<file path="src/rtl/hwag_pkg.sv">
// Shared types and constants for the crank/cam wheel signal generators.
package hwag_pkg;

  typedef enum logic [1:0] {
    IDLE     = 2'd0,
    TOOTH_HI = 2'd1,
    TOOTH_LO = 2'd2
  } crank_gen_state_t;

  localparam int CRANK_TEETH_TOTAL   = 60;
  localparam int CRANK_TEETH_MISSING = 2;
  localparam int CRANK_PERIOD_MIN    = 4;
  localparam int CRANK_PERIOD_WIDTH  = 24;

endpackage

</file>
<file path="src/rtl/crank_pitch_cnt.sv">
// Tooth-pitch counter: counts 0..period-1 and flags the half-pitch and terminal positions.
module crank_pitch_cnt
  import hwag_pkg::*;
#(
  parameter int PERIOD_WIDTH = CRANK_PERIOD_WIDTH
) (
  input  logic                    clk,
  input  logic                    rst,
  input  logic                    clr_i,
  input  logic                    run_i,
  input  logic [PERIOD_WIDTH-1:0] period_i,
  output logic                    half_o,
  output logic                    term_o
);

  logic [PERIOD_WIDTH-1:0] pcnt_q, pcnt_d;
  logic [PERIOD_WIDTH-1:0] half_m1;

  // High phase ends after floor(period/2) cycles; the remainder is the low phase.
  assign half_m1 = (period_i >> 1) - PERIOD_WIDTH'(1);
  assign half_o  = (pcnt_q == half_m1);
  assign term_o  = (pcnt_q == period_i - PERIOD_WIDTH'(1));

  always_comb begin
    pcnt_d = pcnt_q;
    if (clr_i) begin
      pcnt_d = '0;
    end else if (run_i) begin
      pcnt_d = term_o ? '0 : pcnt_q + PERIOD_WIDTH'(1);
    end
  end

  always_ff @(posedge clk) begin
    if (!rst) begin
      pcnt_q <= '0;
    end else begin
      pcnt_q <= pcnt_d;
    end
  end

endmodule

</file>
<file path="src/rtl/crank_wheel_gen.sv">
// Crank wheel emulator: generates a 60-2 style tooth pattern with a programmable pitch.
module crank_wheel_gen
  import hwag_pkg::*;
#(
  parameter int TEETH_TOTAL   = CRANK_TEETH_TOTAL,
  parameter int TEETH_MISSING = CRANK_TEETH_MISSING,
  parameter int PERIOD_WIDTH  = CRANK_PERIOD_WIDTH
) (
  input  logic                    clk,
  input  logic                    rst,
  input  logic                    ena,
  input  logic [PERIOD_WIDTH-1:0] period_in,
  input  logic                    period_wr,
  output logic                    tooth_out,
  output logic [7:0]              tooth_num,
  output logic                    rev_pulse,
  output logic                    busy
);

  localparam logic [7:0]              LAST_TOOTH = 8'(TEETH_TOTAL - 1);
  localparam logic [7:0]              N_PRESENT  = 8'(TEETH_TOTAL - TEETH_MISSING);
  localparam logic [PERIOD_WIDTH-1:0] P_MIN      = PERIOD_WIDTH'(CRANK_PERIOD_MIN);

  crank_gen_state_t        state_q;
  logic [7:0]              tooth_q;
  logic [7:0]              tooth_d;
  logic [PERIOD_WIDTH-1:0] pend_q;
  logic [PERIOD_WIDTH-1:0] act_q;
  logic                    rev_q;
  logic                    out_q;
  logic                    half_hit;
  logic                    term_hit;
  logic                    cnt_clr;

  function automatic logic [PERIOD_WIDTH-1:0] clamp_period(input logic [PERIOD_WIDTH-1:0] p);
    return (p < P_MIN) ? P_MIN : p;
  endfunction

  assign cnt_clr = (state_q == IDLE);
  assign tooth_d = (tooth_q == LAST_TOOTH) ? 8'd0 : tooth_q + 8'd1;

  crank_pitch_cnt #(.PERIOD_WIDTH(PERIOD_WIDTH)) u_pitch (
    .clk      (clk),
    .rst      (rst),
    .clr_i    (cnt_clr),
    .run_i    (!cnt_clr),
    .period_i (act_q),
    .half_o   (half_hit),
    .term_o   (term_hit)
  );

  // Pending period is only sampled at pitch boundaries, so a write never disturbs the running pitch.
  always_ff @(posedge clk) begin
    if (!rst) begin
      state_q <= IDLE;
      tooth_q <= 8'd0;
      pend_q  <= P_MIN;
      act_q   <= P_MIN;
      rev_q   <= 1'b0;
      out_q   <= 1'b0;
    end else begin
      if (period_wr) begin
        pend_q <= clamp_period(period_in);
      end
      rev_q <= 1'b0;
      case (state_q)
        IDLE: begin
          if (ena) begin
            state_q <= TOOTH_HI;
            tooth_q <= 8'd0;
            act_q   <= pend_q;
            rev_q   <= 1'b1;
            out_q   <= (8'd0 < N_PRESENT);
          end
        end
        TOOTH_HI: begin
          if (half_hit) begin
            state_q <= TOOTH_LO;
            out_q   <= 1'b0;
          end
        end
        TOOTH_LO: begin
          if (term_hit) begin
            if (ena) begin
              state_q <= TOOTH_HI;
              tooth_q <= tooth_d;
              act_q   <= pend_q;
              rev_q   <= (tooth_d == 8'd0);
              out_q   <= (tooth_d < N_PRESENT);
            end else begin
              state_q <= IDLE;
              tooth_q <= 8'd0;
              out_q   <= 1'b0;
            end
          end
        end
        default: begin
          state_q <= IDLE;
          out_q   <= 1'b0;
        end
      endcase
    end
  end

  assign tooth_out = out_q;
  assign tooth_num = tooth_q;
  assign rev_pulse = rev_q;
  assign busy      = (state_q != IDLE);

endmodule

</file>
<file path="config.mk">
export PLATFORM = sky130hd
export DESIGN_NAME = crank_wheel_gen
export DESIGN_NICKNAME = d
export VERILOG_FILES = /design/src/rtl/hwag_pkg.sv /design/src/rtl/crank_pitch_cnt.sv /design/src/rtl/crank_wheel_gen.sv
export SDC_FILE = /design/constraint.sdc
export NUM_CORES = 1
export LEC_CHECK = 0
export BUFFER_PORTS_ARGS = -buffer_cell sky130_fd_sc_hd__buf_2
export CELL_PAD_IN_SITES_DETAIL_PLACEMENT = 1
export CELL_PAD_IN_SITES_GLOBAL_PLACEMENT = 2
export CORE_MARGIN = 10
export CORE_UTILIZATION = 30
export DETAILED_ROUTE_END_ITERATION = 8
export PLACE_DENSITY_LB_ADDON = 0.08
export SETUP_SLACK_MARGIN = 0.3
export SLEW_MARGIN = 15
export SYNTH_ARGS = -nofsm -noshare
export SYNTH_HDL_FRONTEND = slang
export SYNTH_SLANG_ARGS = --single-unit
export TNS_END_PERCENT = 20
</file>
<file path="constraint.sdc">
create_clock -name clk -period 3.59 [get_ports clk]
set_input_delay 0.8975 -clock clk [delete_from_list [all_inputs] [get_ports clk]]
set_output_delay 0.8975 -clock clk [all_outputs]
set_load 0.02 [all_outputs]
</file>
# ---- Yosys cells after proc, flatten, opt, wreduce, memory -nomap -nowiden
# Index checks and enable logic that the tools add are counted.
dict set report word_totals {
  reg_bits 84
  elab_cells 53
  output_inout_bits 11
  input_bits 28
}
dict set report classes {
  n_bitwise 1
  muxes 23
  eq_ne 8
  n_lt_le_gt_ge 2
  addsub 4
  n_reduce_logical 8
}
# cell count
set op_table {}
lappend op_table {{$mux W24} 3}
lappend op_table {{$eq A24 B24 Y1} 2}
lappend op_table {{$pmux W24 S2} 1}
lappend op_table {{$mux W8} 4}
lappend op_table {{$add A24 B1 Y24 const B} 1}
lappend op_table {{$lt A24 B3 Y1 const B} 1}
lappend op_table {{$sub A23 B1 Y24 const B} 1}
lappend op_table {{$sub A24 B1 Y24 const B} 1}
lappend op_table {{$pmux W8 S2} 1}
lappend op_table {{$add A8 B1 Y8 const B} 1}
lappend op_table {{$eq A8 B6 Y1 const B} 1}
lappend op_table {{$logic_not A8 Y1} 1}
lappend op_table {{$lt A8 B6 Y1 const B} 1}
lappend op_table {{$mux W1} 8}
lappend op_table {{$mux W2} 3}
lappend op_table {{$pmux W2 S3} 1}
lappend op_table {{$reduce_and A3 Y1} 2}
lappend op_table {{$ne A2 B2 Y1 const B} 2}
lappend op_table {{$reduce_bool A2 Y1} 2}
lappend op_table {{$pmux W1 S3} 1}
lappend op_table {{$reduce_or A3 Y1} 1}
lappend op_table {{$eq A2 B1 Y1 const B} 1}
lappend op_table {{$eq A2 B2 Y1 const B} 1}
lappend op_table {{$logic_not A2 Y1} 1}
lappend op_table {{4 further kinds} 4}

# ---- Logic depth before layout (Yosys ltp)
# Gate-level depths: netlist of the first run.
dict set report logic_depth {
  depth_word 6
  ltp_mapped 14
  depth_no_buf 10
}

# ---- Cells and area by module
# Synthesis of the first run repeated with hierarchy kept, for this count alone.
dict set report hier_totals {
  cells_unflattened 651
  area_unflattened_um2 5358.9
}
# module area_each_um2 seq_area_each_um2 cells_per_inst instances
set modules_own_cells {}
lappend modules_own_cells {crank_pitch_cnt 2697.6 480.5 351 1}
lappend modules_own_cells {crank_wheel_gen 2661.3 1201.2 300 1}

# ---- Worst setup path after synthesis of the first run
# Ideal clock, no wire load.
dict set report synth_path {
  kind {reg-to-reg}
  startpoint {register act_q[1]}
  endpoint {register tooth_q[6] (netlist: tooth_num[6])}
  n_path_buf 0
  arrival_time_ns 2.953
  required_ns 3.474
  period_less_slack_ns 3.068
  setup_ns 0.116
  stages_incl_launch_ff 11
  setup_slack_ns 0.522
  cell_sequence {dfxtp_1 -> inv_1 -> ha_1 -> or3b_4 -> or3_1 -> a2111oi_2 -> nand4b_1 -> nor4_4 -> nand4_2 -> a211o_1 -> a31o_1}
}
dict set report synth_between {
  elab_chain_cells 4
}
# item line
set synth_rtl {}
lappend synth_rtl {{start, declared} crank_wheel_gen.sv:28} ;# logic [PERIOD_WIDTH-1:0] act_q;
lappend synth_rtl {{start signal, assigned} crank_wheel_gen.sv:71} ;# act_q <= pend_q;
lappend synth_rtl {{start signal, assigned} crank_wheel_gen.sv:87} ;# act_q <= pend_q;
lappend synth_rtl {{$sub A24 B1 Y24} crank_pitch_cnt.sv:22} ;# assign term_o = (pcnt_q == period_i - PERIOD_WIDTH'(1));
lappend synth_rtl {{$eq A24 B24 Y1} crank_pitch_cnt.sv:22}
lappend synth_rtl {{$ne A2 B1 Y1 (no line)} n/a}
lappend synth_rtl {{$reduce_and A3 Y1 (no line)} n/a}
lappend synth_rtl {{end signal, assigned} crank_wheel_gen.sv:86} ;# tooth_q <= tooth_d;
lappend synth_rtl {{end, declared} crank_wheel_gen.sv:25} ;# logic [7:0] tooth_q;
# Every way passes these cells.
# A chain may end at the register's enable or synchronous reset.

# ---- Worst setup path after layout of the first run
# Ends and elaborated chain as after synthesis.

==> results.json, run 1 <==
{
  "p_leak_nw": 2.36,
  "cts_made_buffers": 9,
  "rr_worst_depth": 11,
  "io_buffers": 38,
  "reg2reg_slack_ps": 400,
  "drcViolationCount": 0,
  "synth_edf_count": 0,
  "rows": 49,
  "crit_type": "flop to flop",
  "tns_ps": 0,
  "crit_required_ps": 3840,
  "drive_gt1_share_pct": 14.9,
  "grt_pass1_wl_um": 29500,
  "clk_latency_ps": 360,
  "hp-class": "flop to flop",
  "antenna_found_initial": 0,
  "grt_max_degree": 49,
  "syn_avg_cell_area_sq_um": 7.85,
  "status": "finished, final reports clean",
  "holdBufCountCts": 0,
  "timing.fmax_ghz": 0.314,
  "start_util_pct": 30.4,
  "grt_setup_unrepaired": "true",
  "track_usage_pct": 15.3,
  "root_buffer": "clkbuf_16",
  "skew_ps": 11.9,
  "synth_top_family_by_area": "simple AND/OR/NAND/NOR gates",
  "synthArstFlopShare_pct": 0,
  "clkTransAtPathRegs_ps": 70,
  "ant_nets": 0,
  "max_stage_delay_ps": 400,
  "gp_congestion": 0.892,
  "die_height_um": 155,
  "overflow": 0,
  "syn_nets": 727,
  "synth_cell_type_count": 64,
  "drt_first_pass_iters": 4,
  "synth_xor_area_share_pct": 12.7,
  "numClockSinks": 84,
  "mostFrequentLayoutCells": "nor2_1 (84), dfxtp_1 (83), nand3_1 (52)",
  "r2r_end": "tooth_num[6]$_SDFFE_PN0P_",
  "max-clock-path-buffers": 2,
  "drv_slew": 0,
  "power.density_nw_per_um2": 377,
  "critical_path_depth": 11,
  "core_sq_um": 17900,
  "synth_seq_cells": 84,
  "die_area_sq_um": 24000,
  "critPathCaptureType": "flop",
  "nets": 741,
  "synth-compound-area-share_pct": 16.3,
  "endpoint": "tooth_num[6]$_SDFFE_PN0P_",
  "crit_path_cell_trace": "inv_2 > ha_4 > or3b_4 > or3_4 > a2111oi_4 > nand4b_1 > nor4_4 > buf_4 > nand4_4 > a211o_1 > a31o_1",
  "syn_inst": 694,
  "path_buf_inv": 2,
  "slew_headroom_pct": 46.0,
  "synth_fa_ha_area_share_pct": 1.15,
  "crit_arrival_ps": 3430,
  "setup_viol": 0,
  "synth_warnings": 0,
  "crit_fanout": 5,
  "worst_setup_path_start_kind": "flop",
  "netlist_area_sq_um": 5450,
  "layout_commonest_cell": "nor2_1",
  "drt-total-wl_um": 18600,
  "wl_per_cell_um": 19.7,
  "diodes": 0,
  "boundaryPins": 39,
  "dp.final_hpwl_um": 14200,
  "slowest_stage": "or3_4",
  "hold_violations": 0,
  "die_x_um": 155,
  "synth-simple-area-share_pct": 29.2,
  "maxCapViolCount": 0,
  "cts_tree": "built",
  "crit_start": "act_q[1]$_SDFFE_PN0P_",
  "viasPerCell": 5.43,
  "ys_seq_area_share_pct": 30.9,
  "total_power_mw": 2.38,
  "synth_ff_type": "dfxtp_1",
  "drt-initial-drc-count": 252,
  "syn_to_final_growth_pct": 15.8,
  "cts_max_level": 3,
  "tightest_slew_ps": 809,
  "post-route-period-util_pct": 88.7,
  "synth_mux_area_share_pct": 4.41,
  "peakVddDrop_uv": 235,
  "critPathTopFamily": "simple AND/OR/NAND/NOR gates",
  "fin_crit_ps": 3190,
  "crit-reg2reg-launch": "act_q[1]$_SDFFE_PN0P_",
  "grt_pass1_vias": 5298,
  "via_count": 5119
}
[synthesized netlist by cell type, types with 4 or more instances]
cell type,count,share of area (%)
nand2_1,32,2.2
xor2_1,34,5.5
a31oi_1,8,0.92
a211oi_1,5,0.69
nor4_1,13,1.5
and3_1,10,1.1
a211o_1,5,0.80
nor4_2,6,1.4
dfxtp_1,84,31
nor2_1,84,5.8
mux2i_1,24,4.4
and4_1,7,1.1
a21oi_1,39,3.6
inv_1,12,0.83
nand3_1,52,4.8
o21ai_0,37,3.4
buf_1,6,0.41
buf_2,7,0.64
nand2b_1,4,0.46
xnor2_1,45,7.2
nor3_1,21,1.9
or3_1,8,0.92
or4_1,6,0.83
ha_1,5,1.1
nand4_1,19,2.2
a22o_1,5,0.80
o21a_1,4,0.55
nor2b_1,8,0.92
clkbuf_1,43,3.0
[worst min path at each step]
| stage | start | to | depth (start not counted) |
|---|---|---|---|
| final | pend_q[11]$_SDFFE_PN0P_ | act_q[11]$_SDFFE_PN0P_ | 2 |
| after global routing | pend_q[11]$_SDFFE_PN0P_ | act_q[11]$_SDFFE_PN0P_ | 2 |
| after detailed placement | pend_q[11]$_SDFFE_PN0P_ | act_q[11]$_SDFFE_PN0P_ | 2 |
| after global placement | pend_q[11]$_SDFFE_PN0P_ | act_q[11]$_SDFFE_PN0P_ | 2 |
| after floorplan | pend_q[0]$_SDFFE_PN0P_ | act_q[0]$_SDFFE_PN0P_ | 2 |
| after CTS | pend_q[11]$_SDFFE_PN0P_ | act_q[11]$_SDFFE_PN0P_ | 2 |
[layout make-up]
type                       instances  area [sq um]
timing repair buffer              62           395
clock inverter                     6          52.6
tap                              229           287
multi-input combinational        538          3600
fill                            2169         11600
sequential                        84          1680
clock buffer                      10           239
inverter                          13          48.8
[cells by family (layout without fill, tap and decap cells)]
family	Yosys count	after routing
compound gates	137	137
xor+xnor	79	79
fa+ha+maj	5	5
buf+inv	72	91
flops	84	84
mux	24	24
simple gates	293	293
[registers in the layout, summed over array words and instances, names as in the netlist]
signal / flops
act_q: 24
pend_q: 24
rev_pulse: 1
state_q: 2
tooth_num: 8
tooth_out: 1
u_pitch.pcnt_q: 24
[worst register-to-register path: stages (launching register included)]
cell and delay [ps]:
dfxtp_1 320, inv_2 80, ha_4 150, or3b_4 400, or3_4 400, a2111oi_4 360
nand4b_1 210, nor4_4 300, buf_4 190, nand4_4 160, a211o_1 310, a31o_1 210
[power breakdown]
part / switching, mW / internal (mW)
Sequential: 0.0432 / 0.961
Combinational: 0.256 / 0.176
Clock: 0.442 / 0.501
Total: 0.741 / 1.64
[through the flow]
stage	hold slack (ps)	setup slack [ps]	util, %	instance area (sq um)	std cells
3_5_place_dp	465	157	32.8	5870	924
4_1_cts	477	294	34.6	6190	940
3_3_place_gp	459	176	32.8	5870	924
2_1_floorplan	439	522	-	5450	694
6_report	473	405	35.2	6310	942
5_1_grt	499	259	35.2	6310	942
[routing by layer]
metal  vias up  global-route usage, %  wire length, um
li1       2516                      -                -
met3        15                   3.36              632
met4         0                   3.10              213
met5         -                      0                0
met2        72                   24.0             8510
met1      2516                   20.8             9240
[what timing repair did]
action                     in CTS  in global routing
setup buffers                   0                  2
resized for setup               3                 20
pin swaps                       1                 10
setup endpoints to repair      34                 60
Note: power is estimated with default switching activity, not from simulation.
==> inputs of run 2 (changes only) <==
- ABC_AREA: default -> 1
==> run 2 against run 1 <==
Clock power grew 1%. Register-to-register slack gained 230 ps. Non-clock buffer count shrank 17. Die area grew 2.1%. Final area shrank 1.1%. Global-route usage is essentially flat. Power grew 12%. Critical path depth grew 4. Via count grew 9.3%. Sequential cell count is the same. Worst setup slack gained 230 ps. Critical path type unchanged.
==> results.json, run 2 <==
{
  "clkTransAtPathRegs_ps": 70,
  "placedCellCount": 1130,
  "drcViolationCount": 0,
  "rr_worst_depth": 15,
  "skew_ps": 7.87,
  "power.density_nw_per_um2": 425,
  "synth_common_cells": "nand2_1 (216), nor2_1 (114), inv_1 (107)",
  "root_buffer": "clkbuf_16",
  "synth_most_common_cell": "nand2_1",
  "boundaryPins": 39,
  "synth_ff_type": "dfxtp_1",
  "mostFrequentLayoutCells": "nand2_1 (216), nor2_1 (113), inv_1 (107)",
  "drt-initial-drc-count": 243,
  "post-route-period-util_pct": 82.2,
  "layout_commonest_cell": "nand2_1",
  "clk_latency_ps": 350,
  "die_x_um": 156,
  "final-instance-count-excl-fill": 1146,
  "netlist_area_sq_um": 5580,
  "synth_seq_cells": 84,
  "crit_required_ps": 3790,
  "diodes": 0,
  "fin_crit_ps": 2950,
  "numClockSinks": 84,
  "total_power_mw": 2.65,
  "synth_xor_area_share_pct": 7.47,
  "syn_nets": 923,
  "crit_start": "act_q[1]$_SDFFE_PN0P_",
  "ant_nets": 0,
  "critPathCaptureType": "flop",
  "min_path_cells": 2,
  "syn_avg_cell_area_sq_um": 6.27,
  "synth_fa_ha_area_share_pct": 1.12,
  "worst_setup_path_start_kind": "flop",
  "drt_first_pass_iters": 4,
  "syn_inst": 890,
  "crit_arrival_ps": 3150,
  "yosys.area.top_type": "dfxtp_1",
  "ys_seq_area_share_pct": 30.1,
  "syn_to_final_growth_pct": 11.8,
  "synth_top_area_share_pct": 30.1,
  "antenna_found_initial": 0,
  "tns_ps": 0,
  "holdBufCountCts": 0,
  "grt_setup_unrepaired": "false",
  "drt-total-wl_um": 18200,
  "timing.hold.ws_ps": 481,
  "setup_viol": 0,
  "viasPerCell": 4.88,
  "tightest_slew_ps": 740,
  "io_buffers": 38,
  "synth_top_family_by_area": "simple AND/OR/NAND/NOR gates",
  "crit_type": "flop to flop",
  "reg_top3": "act_q: 24 flops, pend_q: 24 flops, u_pitch.pcnt_q: 24 flops",
  "peakVddDrop_uv": 244,
  "gp_congestion": 0.880,
  "via_count": 5594,
  "track_usage_pct": 15.2,
  "synth-simple-area-share_pct": 41.4,
  "slew_headroom_pct": 50.6,
  "hp-class": "flop to flop",
  "grt_max_degree": 49,
  "drive_gt1_share_pct": 11.2,
  "core_sq_um": 18100,
  "cts_made_buffers": 9,
  "die_height_um": 156,
  "dp.final_hpwl_um": 14500,
  "rows": 49,
  "synth_area_leaders": "dfxtp_1 (30%), nand2_1 (15%), nand3_1 (8.3%)",
  "synthArstFlopShare_pct": 0,
  "die_area_sq_um": 24500,
  "synth_warnings": 0,
  "status": "finished, final reports clean",
  "drv_slew": 0,
  "cts_max_level": 3,
  "p_leak_nw": 2.81,
  "synth_mux_area_share_pct": 0,
  "overflow": 0,
  "nets": 945,
  "worstHoldStart": "act_q[1]$_SDFFE_PN0P_",
  "timing.fmax_ghz": 0.339,
  "crit_fanout": 28,
  "synth_edf_count": 0,
  "cts_tree": "built",
  "hold_violations": 0,
  "maxCapViolCount": 0,
  "grt_pass1_wl_um": 30100,
  "synth-compound-area-share_pct": 9.39,
  "max-clock-path-buffers": 2,
  "start_util_pct": 30.8,
  "crit-reg2reg-launch": "act_q[1]$_SDFFE_PN0P_",
  "synth_cell_type_count": 34,
  "wl_per_cell_um": 15.8,
  "grt_pass1_vias": 5805
}
==> run 2: cell count changes in the layout (fill, tap and decap cells not counted), sizes merged, moves of 9 or more <==
| cell | before | now |
|---|---|---|
| nor4 | 21 | 5 |
| nand3 | 52 | 93 |
| xnor2 | 45 | 18 |
| mux2i | 24 | 0 |
| and3 | 10 | 1 |
| inv | 16 | 114 |
| buf | 62 | 45 |
| nor2 | 84 | 132 |
| a21oi | 40 | 56 |
| nand2 | 32 | 229 |
==> run 2: final timing paths <==
check	slack [ps]	to
max	640	act_q[16]$_SDFFE_PN0P_
min	480	act_q[1]$_SDFFE_PN0P_
max reg2reg	640	act_q[16]$_SDFFE_PN0P_
min reg2reg	480	act_q[1]$_SDFFE_PN0P_
==> run 2: worst max-delay path, stage by stage (launching register included) <==
cell,delay [ps]
dfxtp_1,320
inv_1,170
ha_1,310
nand2_2,130
nor2_2,350
nand3_1,160
nand3_1,130
nand2_1,60
nor2_1,140
nand2_1,160
nor2_4,190
nand2_4,90
nand2_8,160
nand2_4,200
nand2_1,130
a21oi_1,70
==> run 2: timing repair <==
item | 4_1_cts | 5_1_grt
setup buffers | 0 | 0
endpoints found under the setup margin | 0 | 12
resized for setup | 0 | 1
==> run 2: power breakdown <==
group	leakage (nW)	internal, mW	switching, mW
clock network	0.146	0.502	0.455
logic	1.98	0.211	0.442
registers	0.687	0.981	0.0633
==> run 2: per-layer routing <==
| metal | vias to the layer above | wire, um | GRT usage, % |
|---|---|---|---|
| li1 | 2880 | - | - |
| met3 | 15 | 445 | 2.11 |
| met5 | - | 0 | 0 |
| met1 | 2639 | 8910 | 20.1 |
| met4 | 0 | 317 | 4.67 |
| met2 | 60 | 8490 | 25.1 |
==> run 2: stage by stage <==
step / util, % / setup WS [ps] / instance area [sq um]
after global routing: 34.4 / 363 / 6240
after floorplan: - / 1260 / 5580
after global placement: 32.8 / 684 / 5950
after detailed placement: 32.8 / 559 / 5950
final: 34.4 / 639 / 6240
after CTS: 34.4 / 541 / 6240
==> run 2: cells by family (layout without fill, tap and decap cells) <==
kind of cell,Yosys count,count (layout)
adders and majority gates,5,5
xor gates and xnor gates,46,46
AOI/OAI and AO/OA,102,102
DFF,84,84
buffers and inverters,146,173
and+or+nand+nor,507,507
==> run 2: cell type report <==
type / count / area [sq um]
clock inverters: 6 / 51.3
flip-flops and latches: 84 / 1680
well taps: 229 / 287
multi-input cells: 660 / 3320
clock buffers: 10 / 239
inverters: 112 / 420
repair buffers: 45 / 243
fillers: 2416 / 11900
